===== config.mk =====
export PLATFORM = sky130hd
export DESIGN_NAME = minimips32_sys
export DESIGN_NICKNAME = d
export VERILOG_FILES = /design/src/rtl/minimips32_sys.sv
export SDC_FILE = /design/constraint.sdc
export NUM_CORES = 1
export LEC_CHECK = 0
export BUFFER_PORTS_ARGS = -buffer_cell sky130_fd_sc_hd__buf_2
export CAP_MARGIN = 15
export CORE_MARGIN = 4
export CORE_UTILIZATION = 50
export CTS_CLUSTER_SIZE = 24
export DETAILED_ROUTE_END_ITERATION = 12
export PLACE_DENSITY = 0.71
export SLEW_MARGIN = 20
export SYNTH_ARGS = -nofsm -noshare
export SYNTH_HDL_FRONTEND = slang
export SYNTH_SLANG_ARGS = --single-unit

===== constraint.sdc =====
create_clock -name clk_init -period 4.29 [get_ports clk_init]
set_clock_uncertainty 0.05 [all_clocks]
set_input_delay 0 -clock clk_init [delete_from_list [all_inputs] [get_ports clk_init]]
set_output_delay 0 -clock clk_init [all_outputs]
set_load 0.02 [all_outputs]

===== src/rtl/minimips32_sys.sv =====
// MiniMIPS32 system I/O block: reset conditioning, DIP-switch synchroniser,
// 4x4 keypad column scanner with round-based debounce and key status outputs.
module minimips32_sys #(
    parameter int unsigned SCAN_CYCLES     = 16,
    parameter int unsigned DEBOUNCE_ROUNDS = 3
) (
    input  logic       clk_init,
    input  logic       rst_init,
    input  logic [7:0] switch,
    input  logic [3:0] btn_key_row,
    output logic [3:0] btn_key_col,
    output logic [7:0] switch_sync,
    output logic [3:0] key_code,
    output logic       key_valid,
    output logic       key_pressed
);

    localparam int unsigned DW = (SCAN_CYCLES > 1) ? $clog2(SCAN_CYCLES) : 1;
    localparam int unsigned CW = $clog2(DEBOUNCE_ROUNDS + 1);
    localparam logic [DW-1:0] DWELL_LAST = DW'(SCAN_CYCLES - 1);
    localparam logic [CW-1:0] CNT_MAX    = CW'(DEBOUNCE_ROUNDS);

    typedef enum logic {
        SCAN_IDLE,
        SCAN_RUN
    } scan_state_e;

    // Reset: asserts asynchronously, releases two clocks after rst_init rises.
    logic [1:0] rst_sync_q;
    logic       rst_n;

    always_ff @(posedge clk_init or negedge rst_init) begin
        if (!rst_init) rst_sync_q <= '0;
        else           rst_sync_q <= {rst_sync_q[0], 1'b1};
    end

    assign rst_n = rst_sync_q[1];

    logic [7:0] sw_meta_q, sw_sync_q;
    logic [3:0] row_meta_q, row_sync_q;

    always_ff @(posedge clk_init or negedge rst_n) begin
        if (!rst_n) begin
            sw_meta_q  <= '0;
            sw_sync_q  <= '0;
            row_meta_q <= '1;
            row_sync_q <= '1;
        end else begin
            sw_meta_q  <= switch;
            sw_sync_q  <= sw_meta_q;
            row_meta_q <= btn_key_row;
            row_sync_q <= row_meta_q;
        end
    end

    assign switch_sync = sw_sync_q;

    scan_state_e   state_q;
    logic [1:0]    col_idx_q;
    logic [1:0]    col_next;
    logic [DW-1:0] dwell_q;
    logic [3:0]    btn_key_col_q;

    assign col_next = col_idx_q + 2'd1;

    always_ff @(posedge clk_init or negedge rst_n) begin
        if (!rst_n) begin
            state_q       <= SCAN_IDLE;
            col_idx_q     <= '0;
            dwell_q       <= '0;
            btn_key_col_q <= '1;
        end else begin
            case (state_q)
                SCAN_IDLE: begin
                    state_q       <= SCAN_RUN;
                    btn_key_col_q <= 4'b1110;
                end
                SCAN_RUN: begin
                    if (dwell_q == DWELL_LAST) begin
                        dwell_q       <= '0;
                        col_idx_q     <= col_next;
                        btn_key_col_q <= ~(4'b0001 << col_next);
                    end else begin
                        dwell_q <= dwell_q + 1'b1;
                    end
                end
                default: state_q <= SCAN_IDLE;
            endcase
        end
    end

    assign btn_key_col = btn_key_col_q;

    // Only a clean 0 counts as pressed; X/Z fall into the else path as released.
    logic [3:0] row_low;
    logic       hit;
    logic [1:0] hit_row;

    always_comb begin
        row_low = '0;
        hit     = 1'b0;
        hit_row = '0;
        for (int unsigned r = 0; r < 4; r++) begin
            if (row_sync_q[r] == 1'b0) row_low[r] = 1'b1;
        end
        for (int unsigned r = 0; r < 4; r++) begin
            if (row_low[r] && !hit) begin
                hit     = 1'b1;
                hit_row = 2'(r);
            end
        end
    end

    logic          sample_en, round_end;
    logic          found_q;
    logic [3:0]    found_code_q;
    logic          res_valid;
    logic [3:0]    res_code;
    logic          cand_valid_q;
    logic [3:0]    cand_code_q;
    logic [CW-1:0] cand_cnt_q, cand_cnt_d;
    logic          same_res, accept;
    logic [3:0]    key_code_q;
    logic          key_valid_q, key_pressed_q;

    assign sample_en = (state_q == SCAN_RUN) && (dwell_q == DWELL_LAST);
    assign round_end = sample_en && (col_idx_q == 2'd3);

    // Columns are visited in ascending order, so the first hit of a round wins.
    assign res_valid = found_q | hit;
    assign res_code  = found_q ? found_code_q : {hit_row, col_idx_q};
    assign same_res  = (res_valid == cand_valid_q) &&
                       (!res_valid || (res_code == cand_code_q));

    always_comb begin
        cand_cnt_d = CW'(1);
        if (same_res) begin
            cand_cnt_d = (cand_cnt_q >= CNT_MAX) ? CNT_MAX : cand_cnt_q + 1'b1;
        end
    end

    assign accept = (cand_cnt_d >= CNT_MAX);

    always_ff @(posedge clk_init or negedge rst_n) begin
        if (!rst_n) begin
            found_q       <= 1'b0;
            found_code_q  <= '0;
            cand_valid_q  <= 1'b0;
            cand_code_q   <= '0;
            cand_cnt_q    <= '0;
            key_code_q    <= '0;
            key_valid_q   <= 1'b0;
            key_pressed_q <= 1'b0;
        end else begin
            key_pressed_q <= 1'b0;
            if (round_end) begin
                found_q      <= 1'b0;
                cand_valid_q <= res_valid;
                cand_code_q  <= res_code;
                cand_cnt_q   <= cand_cnt_d;
                if (accept) begin
                    if (res_valid && (!key_valid_q || (key_code_q != res_code))) begin
                        key_code_q    <= res_code;
                        key_valid_q   <= 1'b1;
                        key_pressed_q <= 1'b1;
                    end else if (!res_valid) begin
                        key_valid_q <= 1'b0;
                    end
                end
            end else if (sample_en && hit && !found_q) begin
                found_q      <= 1'b1;
                found_code_q <= {hit_row, col_idx_q};
            end
        end
    end

    assign key_code    = key_code_q;
    assign key_valid   = key_valid_q;
    assign key_pressed = key_pressed_q;

endmodule


==> results of run 1 <==
worst register-to-register path, stage by stage, from the launching register on:
cell and delay (ps):
dfrtp_1 400, ha_1 240, nand4_2 200, or2_4 350
a211o_1 320, nor4_4 260, o2111a_4 300, mux2_1 320
stage by stage:
| step | worst slack [ps] | total power [mW] | utilization, % | hold WS (ps) |
|---|---|---|---|---|
| after floorplan | 2010 | 0.695 | - | -346 |
| after global placement | 1870 | 0.725 | 57.4 | -265 |
| after detailed placement | 1760 | 0.736 | 57.4 | -263 |
| after CTS | 1740 | 1.03 | 63.1 | 269 |
| after global routing | 1600 | 1.08 | 63.2 | 272 |
| final | 1750 | 1.02 | 63.2 | 280 |
timing repair:
item                                   in CTS  in global routing
endpoints found under the hold margin      14                  0
hold buffers                               14                  0
setup buffers                               0                  0
area by class of cell:
| type | instances | area [um2] | share of cell area (%) |
|---|---|---|---|
| multi-input combinational | 92 | 671 | 26.4 |
| inverter | 8 | 30.0 | 1.18 |
| tap | 50 | 62.6 | 2.46 |
| clock inverter | 3 | 22.5 | 0.885 |
| timing repair buffer | 45 | 295 | 11.6 |
| sequential | 55 | 1400 | 54.8 |
| clock buffer | 5 | 68.8 | 2.70 |
sequential cells by signal (all words and copies together) (netlist names):
signal and cells:
cand_code_q 4, dwell_q 4, found_q 1, row_meta_q 4, rst_sync_q 2, found_code_q 4, cand_valid_q 1, key_valid 1
state_q 1, col_idx_q 2, key_pressed 1, btn_key_col 4, key_code 4, cand_cnt_q 2, row_sync_q 4, sw_meta_q 8
switch_sync 8
routing by layer:
layer / wire length (um) / vias to the layer above
met2: 1660 / 35
met4: 37 / 0
met1: 1420 / 603
met5: 0 / -
li1: - / 631
met3: 206 / 5
cells by family (layout without fill, tap and decap cells):
group                      after synthesis  count (layout)  share of synthesized area, %
DFF                                     55              55                          65.9
and+or+nand+nor                         35              35                          9.01
AOI/OAI and AO/OA                       26              26                          8.06
muxes                                   13              13                          6.64
buffers and inverters                   12              61                          2.49
xor gates and xnor gates                10              10                          4.15
adders and majority gates                6               6                          3.56
other                                    1               2                         0.178
placed cells by master (no fill, tap or decap), drive strengths merged, types with 2 or more instances in the layout:
master / count
o21ai: 11
xnor2: 6
a211oi: 2
nor2: 5
and2: 2
a21o: 2
conb: 2
xor2: 4
mux2i: 5
ha: 6
mux2: 8
nand2: 16
a21oi: 4
dfrtp: 43
nand4: 3
dlygate4sd3: 14
o211ai: 3
dfstp: 12
clkbuf: 5
buf: 31
inv: 10
nand3: 2
worst max-delay path by stage:
stage	start	endpoint	slack (ps)	cells after the start
2_1_floorplan	dwell_q[0]	key_code[2]	2010	7
3_3_place_gp	dwell_q[0]	key_code[2]	1870	7
3_5_place_dp	dwell_q[0]	key_code[2]	1760	7
4_1_cts	dwell_q[0]	key_code[2]	1740	7
5_1_grt	dwell_q[0]	key_code[2]	1600	7
6_report	dwell_q[0]	key_code[2]	1750	7
report_power, final:
group / internal [mW] / switching [mW] / leakage (nW)
Sequential: 0.566 / 0.0508 / 0.651
Combinational: 0.0583 / 0.0611 / 0.544
Clock: 0.118 / 0.166 / 0.0489
Total: 0.743 / 0.278 / 1.24
==> results by group, run 1 <==
Run
  – Max-cap violations: 0

Hold path
  – Hold EP: row_meta_q[0]
  – Hold depth: 2
  – HP Start: btn_key_row[0]
  – Hold crit path type: in2reg

Logic synthesis
  – Sequential share of the synthesized area: roughly two thirds
  – Library cells used by synthesis: 34
  – Cells after synthesis: approximately 160
  – Post-synthesis register bit count: 55
  – Cells taking the most area after synthesis: dfrtp_1 51%, dfstp_2 15%, mux2_2 3.7%, ha_1 3.6%, nand2_1 2.8%
  – Area of the mapped netlist: 0.00211 mm2
  – Post-synthesis async set-or-reset flop share: 100%
  – Post-synth EDFFs: 0
  – Dominant cell type by area after synthesis: dfrtp_1
  – Syn avg cell area: around 13 um2
  – Synth Warn #: 0
  – Yosys top cell area share: between 50% and 60%
  – Most common cell in the netlist: dfrtp_1
  – Post-synth top flop: dfrtp_1
  – Synth top cells by count: 43 x dfrtp_1, 16 x nand2_1, 12 x dfstp_2

Run status
  – Status: finished, final reports clean

Route
  – Avg WL per Cell: about 13 um
  – Initial DRC count: 69
  – DRC viols: 0
  – Vias per cell: about 4.9
  – First-pass detailed-route iteration total: 4
  – DR vias: between 1000 and 1500
  – DRT antenna net count: 0
  – Final WL: about 3300 um

Timing
  – Slew margin rel.: approximately 58%
  – Tmin final: roughly 2500 ps
  – Fin crit share: 59.3%
  – Fin. Hold Viols: 0
  – RSZ-0062 raised after global routing: no
  – Setup TNS Final: 0 ps
  – Slew @ Worst Pin: about 630 ps
  – Final Max Slew Viols: 0
  – FMAX: 393 MHz
  – Final setup fails: 0

Die
  – Core area: a little over 0.004 mm2
  – Die ar.: between 0.005 and 0.006 mm2
  – Initial Util: between 50% and 60%
  – Row cnt: 23
  – I/O pin total: 32
  – Die H: between 70 and 80 um
  – Die Wd: 73.0 um

Clocking
  – CTS resizes: 0
  – CTS tree: done
  – Clock slew at reported path FFs: roughly 100 ps
  – Worst-skew pair later-pin latency: slightly above 300 ps
  – H-tree depth: 2
  – TritonCTS Sinks: 55
  – Num CTS Buffers: 5
  – Root Buffer: clkbuf_8
  – Clk buf depth: 2

Power
  – VDD IR max: between 0.0003 and 0.0004 V
  – Leak: between 1 and 1.5 nW
  – PwrDens: between 400 and 500 mW/mm2

Critical path
  – R2R setup slack: approximately 1700 ps
  – Crit path max-delay cell type: dfrtp_1
  – Crit start category: flop
  – Cell count of the worst reg-to-reg path: 7
  – FF-to-FF End: key_code[2]
  – Bufs and invs on worst path: 0
  – Worst EP arrival: 2690 ps
  – WS Path Type: reg2reg
  – R2r startpoint: dwell_q[0]
  – Critical path required time: ~4400 ps
  – Slowest stage delay, CP: ~400 ps
  – Critical path, cell by cell: ha_1 > nand4_2 > or2_4 > a211o_1 > nor4_4 > o2111a_4 > mux2_1
  – Worst Setup End Kind: flop
  – Largest delay share family, worst path: simple AND/OR/NAND/NOR gates
  – Critical-path maximum fanout: 13

Place
  – Post-detailed-placement half-perimeter wirelength: 2380 um
  – Placement Cell Area: between 0.002 and 0.0025 mm2
  – Post-Place Cells: 236
  – Port buffer count: 31
  – Gpl congestion: between 0.8 and 0.9

Finish
  – Fill cell count: 311
  – Fin cells: roughly 260
  – Area Overhead vs Synth: 20.6%
  – Ratio of cells with drive above 1 in the final layout: approximately 30%
  – Finished Cell Area: around 0.0025 mm2
  – Layout net count: approximately 230
  – Ant diodes: 0

Global routing
  – Vias in the first global route: 1302
  – GR Util met2: 23.7%
  – Largest net degree at the start of global routing: 54
  – Initial antenna violation count: 0
  – Grt ovf: 0
  – GRT met1 Usage: around 18%
  – Grt peak-use layer: met2
  – Global-route usage over all layers: roughly 14%
  – First-pass GRT wire length: ~5900 um
  – Met3 GRT Util: about 5.0%
Power figures use the tool's default switching activity.
==> inputs of run 2 (changes only) <==
--- a/config.mk
+++ b/config.mk
@@ -11,7 +11,7 @@
 export CORE_UTILIZATION = 50
 export CTS_CLUSTER_SIZE = 24
 export DETAILED_ROUTE_END_ITERATION = 12
-export PLACE_DENSITY = 0.71
+export PLACE_DENSITY = 0.74
 export SLEW_MARGIN = 20
 export SYNTH_ARGS = -nofsm -noshare
 export SYNTH_HDL_FRONTEND = slang
==> constraint.sdc (replaced) <==
create_clock -name clk_init -period 2.3 [get_ports clk_init]
set_clock_uncertainty 0.05 [all_clocks]
set_input_delay 0 -clock clk_init [delete_from_list [all_inputs] [get_ports clk_init]]
set_output_delay 0 -clock clk_init [all_outputs]
set_load 0.02 [all_outputs]
==> run 2 against run 1 <==
Against the previous run: the run now ends with negative setup slack left; sequential power up 83%; worst hold slack lost 83 ps; first-iteration DRC count decreased by 17%; clock power is 78% higher; combinational power grew to 2.7 times the previous value; cell count is 5.8% higher; wire length up 11%; final area rose by 5.5%; die area unchanged; utilization increased by 3.5 points.
==> results by group, run 2 (same netlist as run 1, synthesis figures left out) <==
Route
  – DR vias: 1388 (+8.9%)
  – Vias per cell: 5.08 (+3.0%)
  – Avg WL per Cell: 13.5 um (+4.8%)
  – Final WL: 3690 um (+11%)
  – DRT antenna net count: 0 (unchanged)
  – DRC viols: 0 (unchanged)
  – First-pass detailed-route iteration total: 4 (unchanged)
  – Initial DRC count: 57 (-17%)

Clocking
  – Clk buf depth: 2 (unchanged)
  – H-tree depth: 2 (unchanged)
  – CTS tree: done
  – Worst-skew pair later-pin latency: 300 ps (about the same)
  – TritonCTS Sinks: 55 (unchanged)
  – Num CTS Buffers: 5 (unchanged)
  – Clock slew at reported path FFs: 90 ps (about the same)
  – Root Buffer: clkbuf_8

Hold path
  – Hold crit path type: reg2async

Place
  – Post-Place Cells: 247 (+4.7%)
  – Port buffer count: 31 (unchanged)
  – Gpl congestion: 0.844 (+3.3%)
  – Post-detailed-placement half-perimeter wirelength: 2480 um (+4.0%)

Global routing
  – Grt peak-use layer: met2
  – Met3 GRT Util: 5.23% (+0.28 points)
  – Vias in the first global route: 1457 (+12%)
  – GRT met1 Usage: 18.0% (-0.42 points)
  – GR Util met2: 27.6% (+3.8 points)
  – First-pass GRT wire length: 6300 um (+6.4%)
  – Largest net degree at the start of global routing: 30 (-44%)
  – Global-route usage over all layers: 15.7% (+1.2 points)
  – Grt ovf: 0 (unchanged)
  – Initial antenna violation count: 0 (unchanged)

Die
  – I/O pin total: 32 (unchanged)
  – Row cnt: 23 (unchanged)
  – Die Wd: 73.0 um (unchanged)
  – Core area: 0.00403 mm2 (unchanged)
  – Die ar.: 0.00533 mm2 (unchanged)
  – Die H: 73.0 um (unchanged)
  – Initial Util: 52.4% (unchanged)

Finish
  – Fin cells: 273 (+5.8%)
  – Most frequent cells in the layout: 42 x dfrtp_1, 31 x buf_2, 16 x nand2_1, 14 x dlygate4sd3_1, 13 x buf_4
  – Layout net count: 242 (+6.6%)
  – FF+latch area: 0.00139 mm2 (-0.18%)
  – Ratio of cells with drive above 1 in the final layout: 35.9% (+5.6 points)
  – Multi-input logic area: 691 um2 (+3.0%)
  – Area Overhead vs Synth: 27.2%
  – Fill cell count: 304 (-2.3%)
  – Ant diodes: 0 (unchanged)
  – Most common cell after layout, fill and taps aside: dfrtp_1

Critical path
  – Critical path required time: 2440 ps (-2000 ps)
  – Crit start category: flop
  – Worst Setup End Kind: flop
  – R2r startpoint: dwell_q[1]
  – WS Path Type: reg2reg
  – Critical-path maximum fanout: 4 (-9)
  – FF-to-FF End: key_code[3]
  – Worst EP arrival: 2440 ps (-250 ps)
  – Cell count of the worst reg-to-reg path: 7 (unchanged)
  – R2R setup slack: -4 ps (-1750 ps)

Timing
  – FMAX: 434 MHz (+10%)
  – Slew margin rel.: 65.7% (+7.9 points)
  – Final setup fails: 2 (+2)
  – Final Max Slew Viols: 0 (unchanged)
  – Slew @ Worst Pin: 514 ps (-118 ps)
  – Final hold slack: 197 ps (-82.7 ps)
  – Fin crit share: 100% (+41 points)
  – Tmin final: 2300 ps (-239 ps)
  – Fin. Hold Viols: 0 (unchanged)
  – RSZ-0062 raised after global routing: yes
  – Setup ws final: -3.71 ps (-1750 ps)

Run status
  – Failing checks: negative setup slack
  – Status: finished with violations

Run
  – Max-cap violations: 0 (unchanged)

Power
  – Power Total: 1.96 mW (+92%)
  – VDD IR max: 0.000585 V (+86%)
  – Leak: 1.31 nW (+5.2%)
  – PwrDens: 730 mW/mm2 (+82%)
[run 2: worst max-delay path by stage]
| stage | startpoint | to | slack (ps) | depth (start not counted) |
|---|---|---|---|---|
| after floorplan | dwell_q[0] | key_code[2] | 20 | 7 |
| after global placement | dwell_q[0] | key_code[2] | 120 | 7 |
| after detailed placement | dwell_q[1] | key_code[3] | 40 | 7 |
| after CTS | dwell_q[1] | key_code[3] | 30 | 7 |
| after global routing | dwell_q[1] | key_code[2] | -100 | 7 |
| final | dwell_q[1] | key_code[3] | -4 | 7 |
[run 2: power by group]
part	switching, mW	total, mW	internal, mW
combinational	0.165	0.321	0.157
sequential	0.0774	1.13	1.06
clock	0.293	0.506	0.213
[run 2: worst max-delay path, cell delays in order, from the launching register on]
cell and delay (ps):
dfrtp_1 410, ha_2 230, nand4_4 70, or2_4 260
a211o_1 260, nor4_4 330, and3_4 250, mux2_2 340
[run 2: cell type report]
class | count | area share (%)
Timing Repair Buffer | 60 | 15.8
Tap cell | 50 | 2.33
Clock inverter | 2 | 0.466
Clock buffer | 6 | 2.70
Inverter | 8 | 1.12
Multi-Input combinational cell | 92 | 25.7
Sequential cell | 55 | 51.9
[run 2: what timing repair did]
item                       4_1_cts  5_1_grt
setup endpoints to repair        0        4
setup buffers                    0        4
resized for setup                0        5
hold endpoints to repair        14        0
hold buffers                    14        0
[run 2: metal layers]
layer  share of wire [%]  vias to the layer above
met1                  40                      685
met3                 5.6                        6
met2                  53                       40
li1                    -                      657
met4                 1.1                        0
met5                   0                        -
[run 2: per-stage QoR]
stage	cell area, um2	setup TNS (ps)	utilization (%)	setup slack [ps]
floorplan	2110	0	-	24.3
global placement	2410	0	59.7	119
detailed placement	2410	0	59.7	39.3
CTS	2630	0	65.3	25.3
global route	2690	-331	66.6	-101
finish	2690	-4.53	66.6	-3.71
==> inputs of run 3 (changes only) <==
--- a/config.mk
+++ b/config.mk
@@ -11,7 +11,7 @@
 export CORE_UTILIZATION = 50
 export CTS_CLUSTER_SIZE = 24
 export DETAILED_ROUTE_END_ITERATION = 12
-export PLACE_DENSITY = 0.74
+export PLACE_DENSITY = 0.75
 export SLEW_MARGIN = 20
 export SYNTH_ARGS = -nofsm -noshare
 export SYNTH_HDL_FRONTEND = slang
==> run 3 against run 2 <==
Against the previous run: the run now ends clean; total power increased by 1.4%; die area unchanged; first-iteration DRC count increased by 7.0%; cell count decreased by 0.37%; critical endpoint is now key_code[2]; largest cell class unchanged; highest routed layer unchanged.
==> results by group, run 3 (same netlist as run 1, synthesis figures left out) <==
Global routing
  – Global-route usage over all layers: 15.0% (-0.67 points)
  – First-pass GRT wire length: 6140 um (-2.5%)
  – Met3 GRT Util: 4.41% (-0.83 points)
  – Initial antenna violation count: 0 (unchanged)
  – GR Util met2: 25.2% (-2.4 points)
  – Largest net degree at the start of global routing: 31 (+3.3%)
  – Vias in the first global route: 1442 (-1.0%)
  – GRT met1 Usage: 18.1% (+0.10 points)
  – Grt ovf: 0 (unchanged)
  – Grt peak-use layer: met2

Critical path
  – R2r startpoint: dwell_q[0]
  – Worst EP arrival: 2380 ps (-60 ps)
  – WS Path Type: reg2reg
  – Critical path required time: 2450 ps (about the same)
  – FF-to-FF End: key_code[2]
  – Critical-path maximum fanout: 4 (unchanged)
  – Worst Setup End Kind: flop
  – Cell count of the worst reg-to-reg path: 7 (unchanged)
  – R2R setup slack: 70 ps (+70 ps)
  – Crit start category: flop

Clocking
  – Clock slew at reported path FFs: 100 ps (about the same)
  – H-tree depth: 2 (unchanged)
  – Worst-skew pair later-pin latency: 310 ps (about the same)
  – Clk buf depth: 2 (unchanged)
  – CTS tree: done
  – Num CTS Buffers: 5 (unchanged)
  – TritonCTS Sinks: 55 (unchanged)
  – Root Buffer: clkbuf_8

Place
  – Port buffer count: 31 (unchanged)
  – Post-detailed-placement half-perimeter wirelength: 2400 um (-3.1%)
  – Placement Cell Area: 0.00239 mm2 (-0.52%)
  – Gpl congestion: 0.803 (-4.9%)

Timing
  – Tmin final: 2230 ps (-70.4 ps)
  – RSZ-0062 raised after global routing: yes
  – Slew margin rel.: 56.1% (-9.6 points)
  – Final setup fails: 0 (-2)
  – Fin. Hold Viols: 0 (unchanged)
  – Final Max Slew Viols: 0 (unchanged)
  – FMAX: 448 MHz (+3.2%)
  – Fin crit share: 97.1% (-3.1 points)
  – Slew @ Worst Pin: 658 ps (+144 ps)

Finish
  – Ratio of cells with drive above 1 in the final layout: 36.5% (+0.61 points)
  – Finished Cell Area: 0.00269 mm2 (about the same)
  – Most common cell after layout, fill and taps aside: dfrtp_1
  – Ant diodes: 0 (unchanged)
  – Most frequent cells in the layout: 41 x dfrtp_1, 31 x buf_2, 16 x nand2_1, 14 x dlygate4sd3_1, 14 x buf_4
  – Area Overhead vs Synth: 27.3% (about the same)
  – Final Util: 66.7% (about the same)
  – Layout net count: 241 (-0.41%)

Power
  – VDD IR max: 0.000537 V (-8.1%)
  – PwrDens: 740 mW/mm2 (+1.3%)
  – Power Total: 1.99 mW (+1.4%)
  – Logic pwr share: 15.2% (-1.2 points)
  – Leak: 1.31 nW (-0.21%)
  – Switching power total: 0.551 mW (+3.0%)
  – Sequential Power Share: 57.4% (-0.4 points)
  – Clock power frac: 27.4% (+1.6 points)
  – P_int: 1.44 mW (+0.83%)
  – Sw frac: 27.7% (+0.43 points)

Route
  – Initial DRC count: 61 (+7.0%)
  – First-pass detailed-route iteration total: 4 (unchanged)
  – DR vias: 1369 (-1.4%)
  – DRC viols: 0 (unchanged)
  – DRT antenna net count: 0 (unchanged)
  – Final WL: 3600 um (-2.4%)
  – Vias per cell: 5.03 (-1.0%)
  – Avg WL per Cell: 13.2 um (-2.0%)

Die
  – Die Wd: 73.0 um (unchanged)
  – Die ar.: 0.00533 mm2 (unchanged)
  – Die H: 73.0 um (unchanged)
  – Core area: 0.00403 mm2 (unchanged)
  – I/O pin total: 32 (unchanged)
  – Row cnt: 23 (unchanged)
  – Initial Util: 52.4% (unchanged)

Run status
  – Status: finished, final reports clean

Run
  – Max-cap violations: 0 (unchanged)

Hold path
  – Hold crit path type: reg2async
run 3: final cells by class:
| cell class | instances | area [um2] |
|---|---|---|
| Clock buffer | 5 | 68.8 |
| Clock inverter | 3 | 27.5 |
| Fill cell | 302 | 1340 |
| Inverter | 8 | 30.0 |
| Multi-Input combinational cell | 92 | 704 |
| Sequential cell | 55 | 1390 |
| Tap cell | 50 | 62.6 |
| Timing Repair Buffer | 59 | 400 |
run 3: worst max-delay path, cell delays in order, from the launching register on:
cell,delay [ps]
dfrtp_1,450
ha_4,180
nand4_4,70
or2_4,260
a211o_1,260
nor4_4,290
o2111a_4,280
mux2_4,290
run 3: repair_timing:
item / in CTS / in global routing
hold buffers: 14 / 0
endpoints found under the hold margin: 14 / 0
resized for setup: 0 / 7
setup endpoints to repair: 0 / 4
buffers inserted: 0 / 3
run 3: power groups by stage:
stage | Clock (mW) | Combinational, mW | Sequential (mW)
3_3_place_gp | 0 | 0.230 | 1.14
6_report | 0.546 | 0.302 | 1.14
5_1_grt | 0.606 | 0.341 | 1.15
2_1_floorplan | 0 | 0.129 | 1.17
3_5_place_dp | 0 | 0.240 | 1.15
4_1_cts | 0.565 | 0.259 | 1.13
run 3: through the flow:
stage	worst slack (ps)	hold WS, ps	TNS, ps	instances
after floorplan	24.3	-346	0	159
after global placement	130	-265	0	247
after detailed placement	64.1	-261	0	247
after CTS	37.4	261	0	269
after global routing	-22.6	274	-40.5	272
final	66.7	258	0	272
run 3: worst max path at each step:
stage / to / slack, ps / start / cells after the start
after global routing: key_code[2] / -20 / dwell_q[0] / 7
after detailed placement: key_code[3] / 60 / dwell_q[0] / 7
final: key_code[2] / 70 / dwell_q[0] / 7
after floorplan: key_code[2] / 20 / dwell_q[0] / 7
after CTS: key_code[3] / 40 / dwell_q[0] / 7
after global placement: key_code[2] / 130 / dwell_q[0] / 7
run 3: per-layer routing:
layer | routed length (um) | up-vias
met5 | 0 | -
met4 | 43 | 0
met1 | 1490 | 680
met2 | 1930 | 28
met3 | 138 | 6
li1 | - | 655
